===== src/rtl/lsu_mem_access_if.sv =====
// rtl/lsu_mem_access_if.sv - request, data-memory and response signals of the load/store access stage
interface lsu_mem_access_if #(
  parameter int ADDR_W = 32,
  parameter int DATA_W = 32
);
  logic              req_valid;
  logic              req_ready;
  logic [1:0]        opcode;
  logic [ADDR_W-1:0] eff_addr;
  logic [DATA_W-1:0] store_data;

  logic              mem_req;
  logic              mem_we;
  logic [ADDR_W-1:0] mem_addr;
  logic [DATA_W-1:0] mem_wdata;
  logic              mem_ack;
  logic [DATA_W-1:0] mem_rdata;

  logic              resp_valid;
  logic [DATA_W-1:0] resp_rdata;
  logic              resp_err;
  logic              busy;

  modport master (
    input  req_valid, opcode, eff_addr, store_data, mem_ack, mem_rdata,
    output req_ready, mem_req, mem_we, mem_addr, mem_wdata,
           resp_valid, resp_rdata, resp_err, busy
  );

  modport slave (
    output req_valid, opcode, eff_addr, store_data, mem_ack, mem_rdata,
    input  req_ready, mem_req, mem_we, mem_addr, mem_wdata,
           resp_valid, resp_rdata, resp_err, busy
  );
endinterface


===== src/rtl/lsu_mem_access.sv =====
// rtl/lsu_mem_access.sv - lw/sw alignment check and single-outstanding data-memory handshake
module lsu_mem_access #(
  parameter int ADDR_W  = 32,
  parameter int DATA_W  = 32,
  parameter int TIMEOUT = 16
) (
  input  logic             clk,
  input  logic             rst_n,
  lsu_mem_access_if.master bus
);
  localparam int CNT_W = $clog2(TIMEOUT + 1);

  typedef enum logic [1:0] {
    IDLE   = 2'd0,
    ACCESS = 2'd1,
    DONE   = 2'd2
  } state_t;

  state_t           state;
  logic [CNT_W-1:0] cnt;

  assign bus.req_ready = (state == IDLE);
  assign bus.busy      = (state != IDLE);

  always_ff @(posedge clk) begin
    if (!rst_n) begin
      state          <= IDLE;
      cnt            <= '0;
      bus.mem_req    <= 1'b0;
      bus.mem_we     <= 1'b0;
      bus.mem_addr   <= '0;
      bus.mem_wdata  <= '0;
      bus.resp_valid <= 1'b0;
      bus.resp_rdata <= '0;
      bus.resp_err   <= 1'b0;
    end else begin
      case (state)
        IDLE: begin
          bus.resp_valid <= 1'b0;
          if (bus.req_valid) begin
            if (bus.opcode[1] && bus.eff_addr[1:0] == 2'b00) begin
              bus.mem_addr  <= ADDR_W'(bus.eff_addr);
              bus.mem_we    <= bus.opcode[0];
              bus.mem_wdata <= bus.opcode[0] ? DATA_W'(bus.store_data) : DATA_W'(0);
              bus.mem_req   <= 1'b1;
              cnt           <= '0;
              state         <= ACCESS;
            end else begin
              // ALU ops complete cleanly; misaligned lw/sw report an error without touching memory
              bus.resp_err   <= bus.opcode[1];
              bus.resp_rdata <= '0;
              bus.resp_valid <= 1'b1;
              state          <= DONE;
            end
          end
        end
        ACCESS: begin
          // ack is checked first so an ack on the final allowed cycle is not reported as a timeout
          if (bus.mem_ack) begin
            bus.mem_req    <= 1'b0;
            bus.resp_rdata <= bus.mem_we ? DATA_W'(0) : DATA_W'(bus.mem_rdata);
            bus.resp_err   <= 1'b0;
            bus.resp_valid <= 1'b1;
            state          <= DONE;
          end else if (cnt == CNT_W'(TIMEOUT - 1)) begin
            bus.mem_req    <= 1'b0;
            bus.resp_rdata <= '0;
            bus.resp_err   <= 1'b1;
            bus.resp_valid <= 1'b1;
            state          <= DONE;
          end else begin
            cnt <= cnt + 1'b1;
          end
        end
        DONE: begin
          bus.resp_valid <= 1'b0;
          state          <= IDLE;
        end
        default: begin
          bus.resp_valid <= 1'b0;
          bus.mem_req    <= 1'b0;
          state          <= IDLE;
        end
      endcase
    end
  end
endmodule


===== src/flat_wrapper.sv =====
// flat-port wrapper written by rule: the top's interface ports become plain ports
module lsu_mem_access_flat 
#(
  parameter int ADDR_W  = 32,
  parameter int DATA_W  = 32,
  parameter int TIMEOUT = 16
)
  (clk, rst_n, bus_req_valid, bus_opcode, bus_eff_addr, bus_store_data, bus_mem_ack, bus_mem_rdata, bus_req_ready, bus_mem_req, bus_mem_we, bus_mem_addr, bus_mem_wdata, bus_resp_valid, bus_resp_rdata, bus_resp_err, bus_busy);
  lsu_mem_access_if #(.ADDR_W(ADDR_W), .DATA_W(DATA_W)) bus_i ();
  input  logic clk;
  input  logic rst_n;
  input wire logic [$bits(bus_i.req_valid)-1:0] bus_req_valid;
  input wire logic [$bits(bus_i.opcode)-1:0] bus_opcode;
  input wire logic [$bits(bus_i.eff_addr)-1:0] bus_eff_addr;
  input wire logic [$bits(bus_i.store_data)-1:0] bus_store_data;
  input wire logic [$bits(bus_i.mem_ack)-1:0] bus_mem_ack;
  input wire logic [$bits(bus_i.mem_rdata)-1:0] bus_mem_rdata;
  output wire logic [$bits(bus_i.req_ready)-1:0] bus_req_ready;
  output wire logic [$bits(bus_i.mem_req)-1:0] bus_mem_req;
  output wire logic [$bits(bus_i.mem_we)-1:0] bus_mem_we;
  output wire logic [$bits(bus_i.mem_addr)-1:0] bus_mem_addr;
  output wire logic [$bits(bus_i.mem_wdata)-1:0] bus_mem_wdata;
  output wire logic [$bits(bus_i.resp_valid)-1:0] bus_resp_valid;
  output wire logic [$bits(bus_i.resp_rdata)-1:0] bus_resp_rdata;
  output wire logic [$bits(bus_i.resp_err)-1:0] bus_resp_err;
  output wire logic [$bits(bus_i.busy)-1:0] bus_busy;
  assign bus_i.req_valid = bus_req_valid;
  assign bus_i.opcode = bus_opcode;
  assign bus_i.eff_addr = bus_eff_addr;
  assign bus_i.store_data = bus_store_data;
  assign bus_i.mem_ack = bus_mem_ack;
  assign bus_i.mem_rdata = bus_mem_rdata;
  assign bus_req_ready = bus_i.req_ready;
  assign bus_mem_req = bus_i.mem_req;
  assign bus_mem_we = bus_i.mem_we;
  assign bus_mem_addr = bus_i.mem_addr;
  assign bus_mem_wdata = bus_i.mem_wdata;
  assign bus_resp_valid = bus_i.resp_valid;
  assign bus_resp_rdata = bus_i.resp_rdata;
  assign bus_resp_err = bus_i.resp_err;
  assign bus_busy = bus_i.busy;
  lsu_mem_access #(.ADDR_W(ADDR_W), .DATA_W(DATA_W), .TIMEOUT(TIMEOUT)) u_core (.clk(clk), .rst_n(rst_n), .bus(bus_i));
endmodule

===== config.mk =====
export PLATFORM = sky130hd
export DESIGN_NAME = lsu_mem_access_flat
export DESIGN_NICKNAME = d
export VERILOG_FILES = /design/src/rtl/lsu_mem_access_if.sv /design/src/rtl/lsu_mem_access.sv /design/src/flat_wrapper.sv
export SDC_FILE = /design/constraint.sdc
export NUM_CORES = 1
export LEC_CHECK = 0
export BUFFER_PORTS_ARGS = -buffer_cell sky130_fd_sc_hd__buf_2
export CORE_UTILIZATION = 45
export CTS_CLUSTER_SIZE = 16
export DETAILED_ROUTE_END_ITERATION = 7
export PLACE_DENSITY = 0.79
export SKIP_CTS_REPAIR_TIMING = 1
export SLEW_MARGIN = 20
export SYNTH_ARGS = -nofsm -noshare
export SYNTH_HDL_FRONTEND = slang
export SYNTH_SLANG_ARGS = --single-unit

===== constraint.sdc =====
create_clock -name clk -period 2.62 [get_ports clk]
set_input_delay 0.262 -clock clk [delete_from_list [all_inputs] [get_ports clk]]
set_output_delay 0.262 -clock clk [all_outputs]
set_load 0.02 [all_outputs]

-- After elaboration in Yosys (flattened, before gate mapping)
Index checks and enable logic that the tools add are counted.
- add/sub/neg operators: 1
- equal/unequal tests: 9
- multiplexer cells: 31
- bitwise operators: 1
- reduce and logical (&&, ||, !) cells: 10
- operators by type and width (cell ; count):
    $mux W32 ; 6
    $pmux W32 S2 ; 1
    $mux W5 ; 4
    $mux W1 ; 11
    $pmux W5 S2 ; 1
    $mux W2 ; 4
    $ne A2 B2 Y1 const B ; 4
    $reduce_and A4 Y1 ; 2
    $add A5 B1 Y5 const B ; 1
    $eq A5 B4 Y1 const B ; 1
    $reduce_and A5 Y1 ; 1
    $logic_not A2 Y1 ; 2
    $pmux W1 S2 ; 2
    $pmux W2 S2 ; 1
    $reduce_bool A2 Y1 ; 2
    $ne A3 B2 Y1 const B ; 1
    $pmux W1 S3 ; 1
    $reduce_and A3 Y1 ; 1
    $eq A2 B1 Y1 const B ; 1
    $eq A2 B2 Y1 const B ; 1
    $ne A2 B1 Y1 const B ; 1
    $reduce_and A2 Y1 ; 1
    $logic_and A1 B1 Y1 ; 1
    $not A1 Y1 ; 1
- register bits after elaboration: 107
- input port bits: 102
- output and inout port bits: 102
- logic and storage cells: 61

-- Depth between registers and ports, before layout
Gate-level depths: netlist (run 1).
- depth in word-level cells: 5
- depth in mapped cells: 8
- mapped depth without buffers: 6

-- Least setup slack after synthesis (run 1)
OpenSTA, ideal clock, no wires.
- kind: reg-to-reg
- start: register u_core.cnt[0]
- end: register u_core.bus.resp_rdata[0] in the netlist's numbering
- library setup time: 0.059 ns
- arrival: 2.042 ns
- required time: 2.561 ns
- path slack: 0.519 ns
- stages on the path, launching flop included: 9
- path buffers: 2
- clock period less this slack: 2.101 ns
- cells stage by stage: dfxtp_1 ha_1 and3_1 ha_1 or4b_1 clkbuf_1 a31oi_4 buf_6 a22o_1
- longest elaborated chain between the ends: 3
- RTL lines (what ; line ; source):
    start: declaration ; lsu_mem_access.sv:20 ; logic [CNT_W-1:0] cnt;
    start signal: assignment ; lsu_mem_access.sv:72 ; cnt <= cnt + 1'b1;
    $eq A5 B4 Y1 ; lsu_mem_access.sv:65 ; end else if (cnt == CNT_W'(TIMEOUT - 1)) begin
    $ne A3 B2 Y1 (no source line) ; - ;
    $reduce_and A4 Y1 (no source line) ; - ;
    end signal: assignment ; lsu_mem_access.sv:61 ; bus.resp_rdata <= bus.mem_we ? DATA_W'(0) : DATA_W'(bus.mem_rdata);
    end: declaration ; lsu_mem_access_if.sv:27 ; resp_valid, resp_rdata, resp_err, busy
No other way between the ends.
A chain may end at the register's enable or synchronous reset.

-- Final worst setup path (run 1)
- start: register u_core.cnt[0]
- end: register u_core.bus.resp_rdata[6] in the netlist's numbering
Same word-level chain as after synthesis.

==> results.sh, run 1 <==
export IMPL_route_detailed_wl_per_inst_um=15.55
export IMPL_tightest_slew_ns=0.8542
export IMPL_synth_edf_count=0
export IMPL_cts_buffer_depth=2
export IMPL_fin_util=0.5995
export IMPL_rsz0062_at_grt="false"
export IMPL_port_buffers=203
export IMPL_dieArea_mm2=0.009296
export IMPL_cts_root_buffer="clkbuf_8"
export IMPL_timing_fmax_mhz=439.7
export IMPL_leakage_nw=2.339
export IMPL_drc=0
export IMPL_synth_main_ff_cell="dfxtp_1"
export IMPL_first_global_vias=3580
export IMPL_setup_viol=0
export IMPL_finClkSkew_ns=0.01796
export IMPL_cts_made_buffers=9
export IMPL_synth_xor_area_frac=0
export IMPL_peakVddDrop_mv=0.3687
export IMPL_grt_pass1_wl_um=16550
export IMPL_cp_required_ns=2.92
export IMPL_synth_top_cell_by_area="dfxtp_1"
export IMPL_arrival_ns=2.57
export IMPL_slew_headroom=0.4297
export IMPL_die_w_um=96.42
export IMPL_fin_nets=704
export IMPL_yosys_top_cells_area="dfxtp_1 (53%), a21oi_1 (8.4%), o21ai_0 (8.0%), a22o_1 (7.0%), nand4_1 (5.0%)"
export IMPL_setup_tns_ns=0
export IMPL_synth_warnings=0
export IMPL_cts_sinks=107
export IMPL_syn_avg_cell_area_um2=9.350
export IMPL_yosysSeqAreaShare=0.5340
export IMPL_maxCapViolCount=0
export IMPL_finalHoldViolations=0
export IMPL_critical_path_class="reg2reg"
export IMPL_dp_hpwl_um=7363
export IMPL_drive_gt1_frac=0.3901
export IMPL_synthArstFlopShare=0
export IMPL_tritoncts="built"
export IMPL_hold_ws_ns=0.1202
export IMPL_io_pins=204
export IMPL_via_per_inst=5.634
export IMPL_muxShareOfSynthArea=0.004991
export IMPL_pre_cts_ws_ns=0.3800
export IMPL_vias=4017
export IMPL_drt_pass1_iter_count=5
export IMPL_cp_end_kind="register"
export IMPL_syn_nets=533
export IMPL_rows=34
export IMPL_synth_compound_area_share=0.2608
export IMPL_globalplace_congestion=0.8820
export IMPL_worstHoldPathType="in2reg"
export IMPL_critPathLaunchType="register"
export IMPL_period_minus_slack_ns=2.274
export IMPL_postSynthCellCount=429
export IMPL_ant_nets=0
export IMPL_synth_top_family_by_area="compound AO/OA/AOI/OAI gates"
export IMPL_insertion_delay_ns=0.36
export IMPL_powerDensity_mw_per_mm2=555.2
export IMPL_grt_util_all_layers=0.2288
export IMPL_syn_cell_area_mm2=0.004011
export IMPL_start_util=0.4622
export IMPL_grt_overflow=0
export IMPL_crit_path_max_fanout=32
export IMPL_status="finished clean"
export IMPL_drt_wl_total_um=11090
export IMPL_htree_levels=3
export IMPL_slew_viol_final=0
export IMPL_synth_top_area_frac=0.5340
export IMPL_area_growth_syn_to_layout_pct=29.69
export IMPL_synth_simple_gate_area_frac=0.1347
export IMPL_coreArea_mm2=0.008678
export IMPL_synthAdderAreaFrac=0.006238
export IMPL_final_min_period_over_clock_period=0.8681
export IMPL_antennaDiodeCount=0
export IMPL_antenna_found_initial=0
export IMPL_die_y_um=96.42
export IMPL_synthDistinctLibCells=40
export IMPL_path_clk_slew_ns=0.10
export IMPL_synth_seq_cells=107
export IMPL_p_total_mw=2.888
export IMPL_drt_iter0_drc=196
export IMPL_grt_max_degree=67
export IMPL_finalWorstSetupSlack_ns=0.3456
state kept, by name (all words and copies together) (netlist names):
name / count
u_core.bus.resp_err: 1
u_core.cnt: 5
u_core.state: 2
u_core.bus.mem_req: 1
u_core.bus.resp_rdata: 32
u_core.bus.mem_addr: 32
u_core.bus.mem_we: 1
u_core.bus.resp_valid: 1
u_core.bus.mem_wdata: 32
worst max-delay path, cell delays in order, from the launching register on:
cell,delay (ns)
dfxtp_1,0.34
ha_1,0.23
and3_1,0.19
ha_1,0.21
or4b_1,0.67
a31oi_4,0.21
buf_12,0.21
a22o_1,0.16
where the power goes:
| group | total (mW) | internal, mW | switching [mW] | leakage (nW) |
|---|---|---|---|---|
| Sequential | 1.66 | 1.65 | 0.0131 | 0.864 |
| Combinational | 0.299 | 0.110 | 0.189 | 1.39 |
| Clock | 0.929 | 0.363 | 0.566 | 0.0864 |
| Total | 2.89 | 2.12 | 0.768 | 2.34 |
cells in the final DEF (no fill, tap or decap), types with 3 or more instances in the layout:
cell,synthesis,layout
clkbuf_8,0,9
a21oi_1,67,67
nand3_1,34,34
nand2_1,5,5
buf_4,0,4
a22o_1,32,32
o21ai_0,64,64
nor2_1,3,3
dfxtp_1,107,107
nand4_1,32,32
buf_2,9,203
and3_1,3,3
through the flow:
stage	instances	cell area, µm²
global placement	697	5021
CTS	713	5197
global route	713	5202
detailed placement	697	5021
floorplan	429	4011
finish	713	5202
cell type report:
type / instances / area, µm²
Multi-Input combinational cell: 270 / 1652
Tap cell: 108 / 135.1
Timing Repair Buffer: 209 / 1086
Clock buffer: 11 / 131.4
Clock inverter: 5 / 45.04
Sequential cell: 107 / 2142
Fill cell: 765 / 3476
Inverter: 3 / 11.26
metal layers:
metal / global-route usage / up-vias / wire (µm)
li1: - / 1928 / -
met1: 0.2704 / 1912 / 4453
met5: 0 / - / 0
met4: 0.05515 / 0 / 111
met2: 0.3901 / 166 / 5465
met3: 0.08920 / 11 / 1055
path summary, 6_finish.rpt:
check,from,end,slack (ns),depth (start not counted)
worst max-delay path,u_core.cnt[0],u_core.bus.resp_rdata[6],0.35,7
worst min-delay path,bus_mem_rdata[0],u_core.bus.resp_rdata[0],0.12,2
worst min register to register,u_core.bus.mem_req,u_core.bus.mem_req,0.47,2
worst max register to register,u_core.cnt[0],u_core.bus.resp_rdata[6],0.35,7
cell families (layout without fill, tap and decap cells):
| logic type | after synthesis | after routing |
|---|---|---|
| muxes | 2 | 2 |
| buffers and inverters | 52 | 228 |
| adders and majority gates | 2 | 2 |
| DFF | 107 | 107 |
| and+or+nand+nor | 92 | 92 |
| AOI/OAI and AO/OA | 174 | 174 |
cells in the mapped netlist, types with 2 or more instances:
cell,count
nand4_1,32
nor4_1,2
a21oi_1,67
nand2_1,5
and3_1,3
dfxtp_1,107
o21ai_0,64
nor2_1,3
o211ai_1,2
ha_1,2
nand3_1,34
buf_6,4
nand2b_1,2
mux2i_1,2
a22o_1,32
clkbuf_1,33
buf_1,2
nor3b_1,2
inv_1,2
buf_2,9
Power figures use the tool's default switching activity.
==> run 2, diff against run 1 <==
--- a/config.mk
+++ b/config.mk
@@ -5,11 +5,12 @@
 export SDC_FILE = /design/constraint.sdc
 export NUM_CORES = 1
 export LEC_CHECK = 0
+export ABC_AREA = 1
 export BUFFER_PORTS_ARGS = -buffer_cell sky130_fd_sc_hd__buf_2
 export CORE_UTILIZATION = 45
 export CTS_CLUSTER_SIZE = 16
 export DETAILED_ROUTE_END_ITERATION = 7
-export PLACE_DENSITY = 0.79
+export PLACE_DENSITY = 0.8
 export SKIP_CTS_REPAIR_TIMING = 1
 export SLEW_MARGIN = 20
 export SYNTH_ARGS = -nofsm -noshare
==> run 2 against run 1 <==
Flip-flop and latch count is the same; sequential power is essentially flat; combinational power shrank 10%; fmax grew 14%; utilization grew 1.8 points; highest routed layer unchanged; worst setup slack gained 0.28 ns; die area shrank 2.6%; largest cell class unchanged; first-iteration DRC count shrank 33%; final area shrank 1.6%.
==> results.sh, run 2 <==
export IMPL_maxCapViolCount=0
export IMPL_cts_made_buffers=9
export IMPL_final_common_cell="buf_2"
export IMPL_finClkSkew_ns=0.01057
export IMPL_cp_required_ns=2.85
export IMPL_cts_buffer_depth=2
export IMPL_antenna_found_initial=0
export IMPL_drc=0
export IMPL_synthDistinctLibCells=23
export IMPL_drt_pass1_iter_count=4
export IMPL_grt_max_degree=70
export IMPL_synth_warnings=0
export IMPL_arrival_ns=2.23
export IMPL_vias=3889
export IMPL_final_min_period_over_clock_period=0.7625
export IMPL_yosys_top_cells_area="dfxtp_1 (55%), nand2_1 (14%), a21oi_1 (9.1%), nor2_1 (7.3%), o21ai_0 (4.6%)"
export IMPL_worstHoldPathType="in2reg"
export IMPL_synth_top_cell_by_area="dfxtp_1"
export IMPL_nFillCells=754
export IMPL_drive_gt1_frac=0.3410
export IMPL_drt_wl_total_um=9673
export IMPL_route_detailed_wl_per_inst_um=12.14
export IMPL_grt_overflow=0
export IMPL_slew_headroom=0.5321
export IMPL_leakage_nw=2.402
export IMPL_insertion_delay_ns=0.36
export IMPL_peakVddDrop_mv=0.3264
export IMPL_rsz0062_at_grt="false"
export IMPL_dp_hpwl_um=6852
export IMPL_area_growth_syn_to_layout_pct=31.19
export IMPL_cts_root_buffer="clkbuf_8"
export IMPL_antennaDiodeCount=0
export IMPL_timing_fmax_mhz=500.6
export IMPL_setup_viol=0
export IMPL_path_clk_slew_ns=0.11
export IMPL_syn_cell_area_mm2=0.003904
export IMPL_die_w_um=95.14
export IMPL_slew_viol_final=0
export IMPL_yosysSeqAreaShare=0.5487
export IMPL_synth_main_ff_cell="dfxtp_1"
export IMPL_fin_cells=797
export IMPL_grt_util_all_layers=0.2069
export IMPL_critPathLaunchType="register"
export IMPL_critical_path_class="reg2reg"
export IMPL_synth_top_area_frac=0.5487
export IMPL_rows=33
export IMPL_layout_common_cells="buf_2 (203), nand2_1 (146), dfxtp_1 (107), nor2_1 (76), a21oi_1 (71)"
export IMPL_ant_nets=0
export IMPL_synth_edf_count=0
export IMPL_setup_tns_ns=0
export IMPL_syn_avg_cell_area_um2=7.839
export IMPL_period_minus_slack_ns=1.998
export IMPL_htree_levels=3
export IMPL_crit_path_max_fanout=33
export IMPL_netlist_top_cells_count="nand2_1 (146), dfxtp_1 (107), nor2_1 (76)"
export IMPL_cp_end_kind="register"
export IMPL_start_util=0.4704
export IMPL_grt_pass1_wl_um=14930
export IMPL_hold_ws_ns=0.1328
export IMPL_io_pins=204
export IMPL_globalplace_congestion=0.7556
export IMPL_fin_util=0.6171
export IMPL_first_global_vias=3571
export IMPL_tritoncts="built"
export IMPL_drt_iter0_drc=131
export IMPL_synth_most_common_cell="nand2_1"
export IMPL_rrSetupSlack_ns=0.62
export IMPL_dieArea_mm2=0.009052
export IMPL_cts_sinks=107
export IMPL_syn_nets=602
export IMPL_finalHoldViolations=0
export IMPL_port_buffers=203
export IMPL_dp_cells=781
export IMPL_tightest_slew_ns=0.7019
export IMPL_via_per_inst=4.880
export IMPL_synth_seq_cells=107
export IMPL_status="finished clean"
export IMPL_powerDensity_mw_per_mm2=600.5
export IMPL_die_y_um=95.14
export IMPL_coreArea_mm2=0.008299
export IMPL_fin_nets=791
export IMPL_postSynthCellCount=498
export IMPL_synthArstFlopShare=0
export IMPL_reg_top3="u_core.bus.mem_addr x32, u_core.bus.mem_wdata x32, u_core.bus.resp_rdata x32"
## run 2: cell types whose count changed after synthesis, sizes merged, moves of 4 or more
cell / delta
a21oi: +4
o21ai: -27
nand3: -29
clkbuf: -21
nor2: +77
a22o: -32
nand4: -32
inv: +12
nand2: +143
## run 2: layout make-up
type                       instances  area [µm²]  area share
sequential                       107        2142      0.4183
multi-input combinational        346        1509      0.2947
timing repair buffer             208        1054      0.2057
tap                              105       131.4     0.02565
clock buffer                       9       123.9     0.02419
clock inverter                     7       105.1     0.02052
inverter                          15       56.30     0.01099
## run 2: logic make-up (layout without fill, tap and decap cells)
kind of cell	after synthesis	count (layout)	share of synthesized area
and+or+nand+nor	235	235	0.2391
adders and majority gates	2	2	0.006409
AOI/OAI and AO/OA	109	109	0.1410
buffers and inverters	45	239	0.06474
DFF	107	107	0.5487
## run 2: routing by layer
metal	routed length [µm]	vias to the layer above	GRT usage
met2	4940	151	0.3911
li1	-	1958	-
met3	803	10	0.05183
met1	3828	1770	0.2187
met4	102	0	0.07576
met5	0	-	0
## run 2: where the power goes
group          internal (mW)  leakage (nW)  total [mW]  switching [mW]
sequential              1.66         0.865        1.67          0.0157
clock                  0.555         0.113        1.13           0.579
combinational          0.107          1.42       0.269           0.162
## run 2: metrics by stage
stage	setup WS (ns)	cell area, µm²	total power, mW
2_1_floorplan	1.049	3904	1.863
3_3_place_gp	0.6856	4892	1.972
3_5_place_dp	0.6043	4892	1.978
4_1_cts	0.6038	5121	3.110
5_1_grt	0.2853	5121	3.198
6_report	0.6223	5121	3.075
## run 2: path summary, 6_finish.rpt
| path | end | cells past startpoint | startpoint |
|---|---|---|---|
| setup / recovery | u_core.bus.resp_rdata[18] | 8 | u_core.cnt[0] |
| hold / removal | u_core.bus.mem_wdata[16] | 3 | bus_store_data[16] |
| setup reg to reg | u_core.bus.resp_rdata[18] | 8 | u_core.cnt[0] |
| hold reg to reg | u_core.bus.mem_addr[0] | 2 | u_core.bus.mem_addr[0] |
## run 2: worst max-delay path, stage by stage, from the launching register on
cell      delay, ns
dfxtp_1        0.38
ha_1           0.18
nand2_1        0.07
nor2_1         0.09
ha_1           0.13
nand3b_2       0.17
nand3_2        0.52
nand2_1        0.23
a21oi_1        0.08
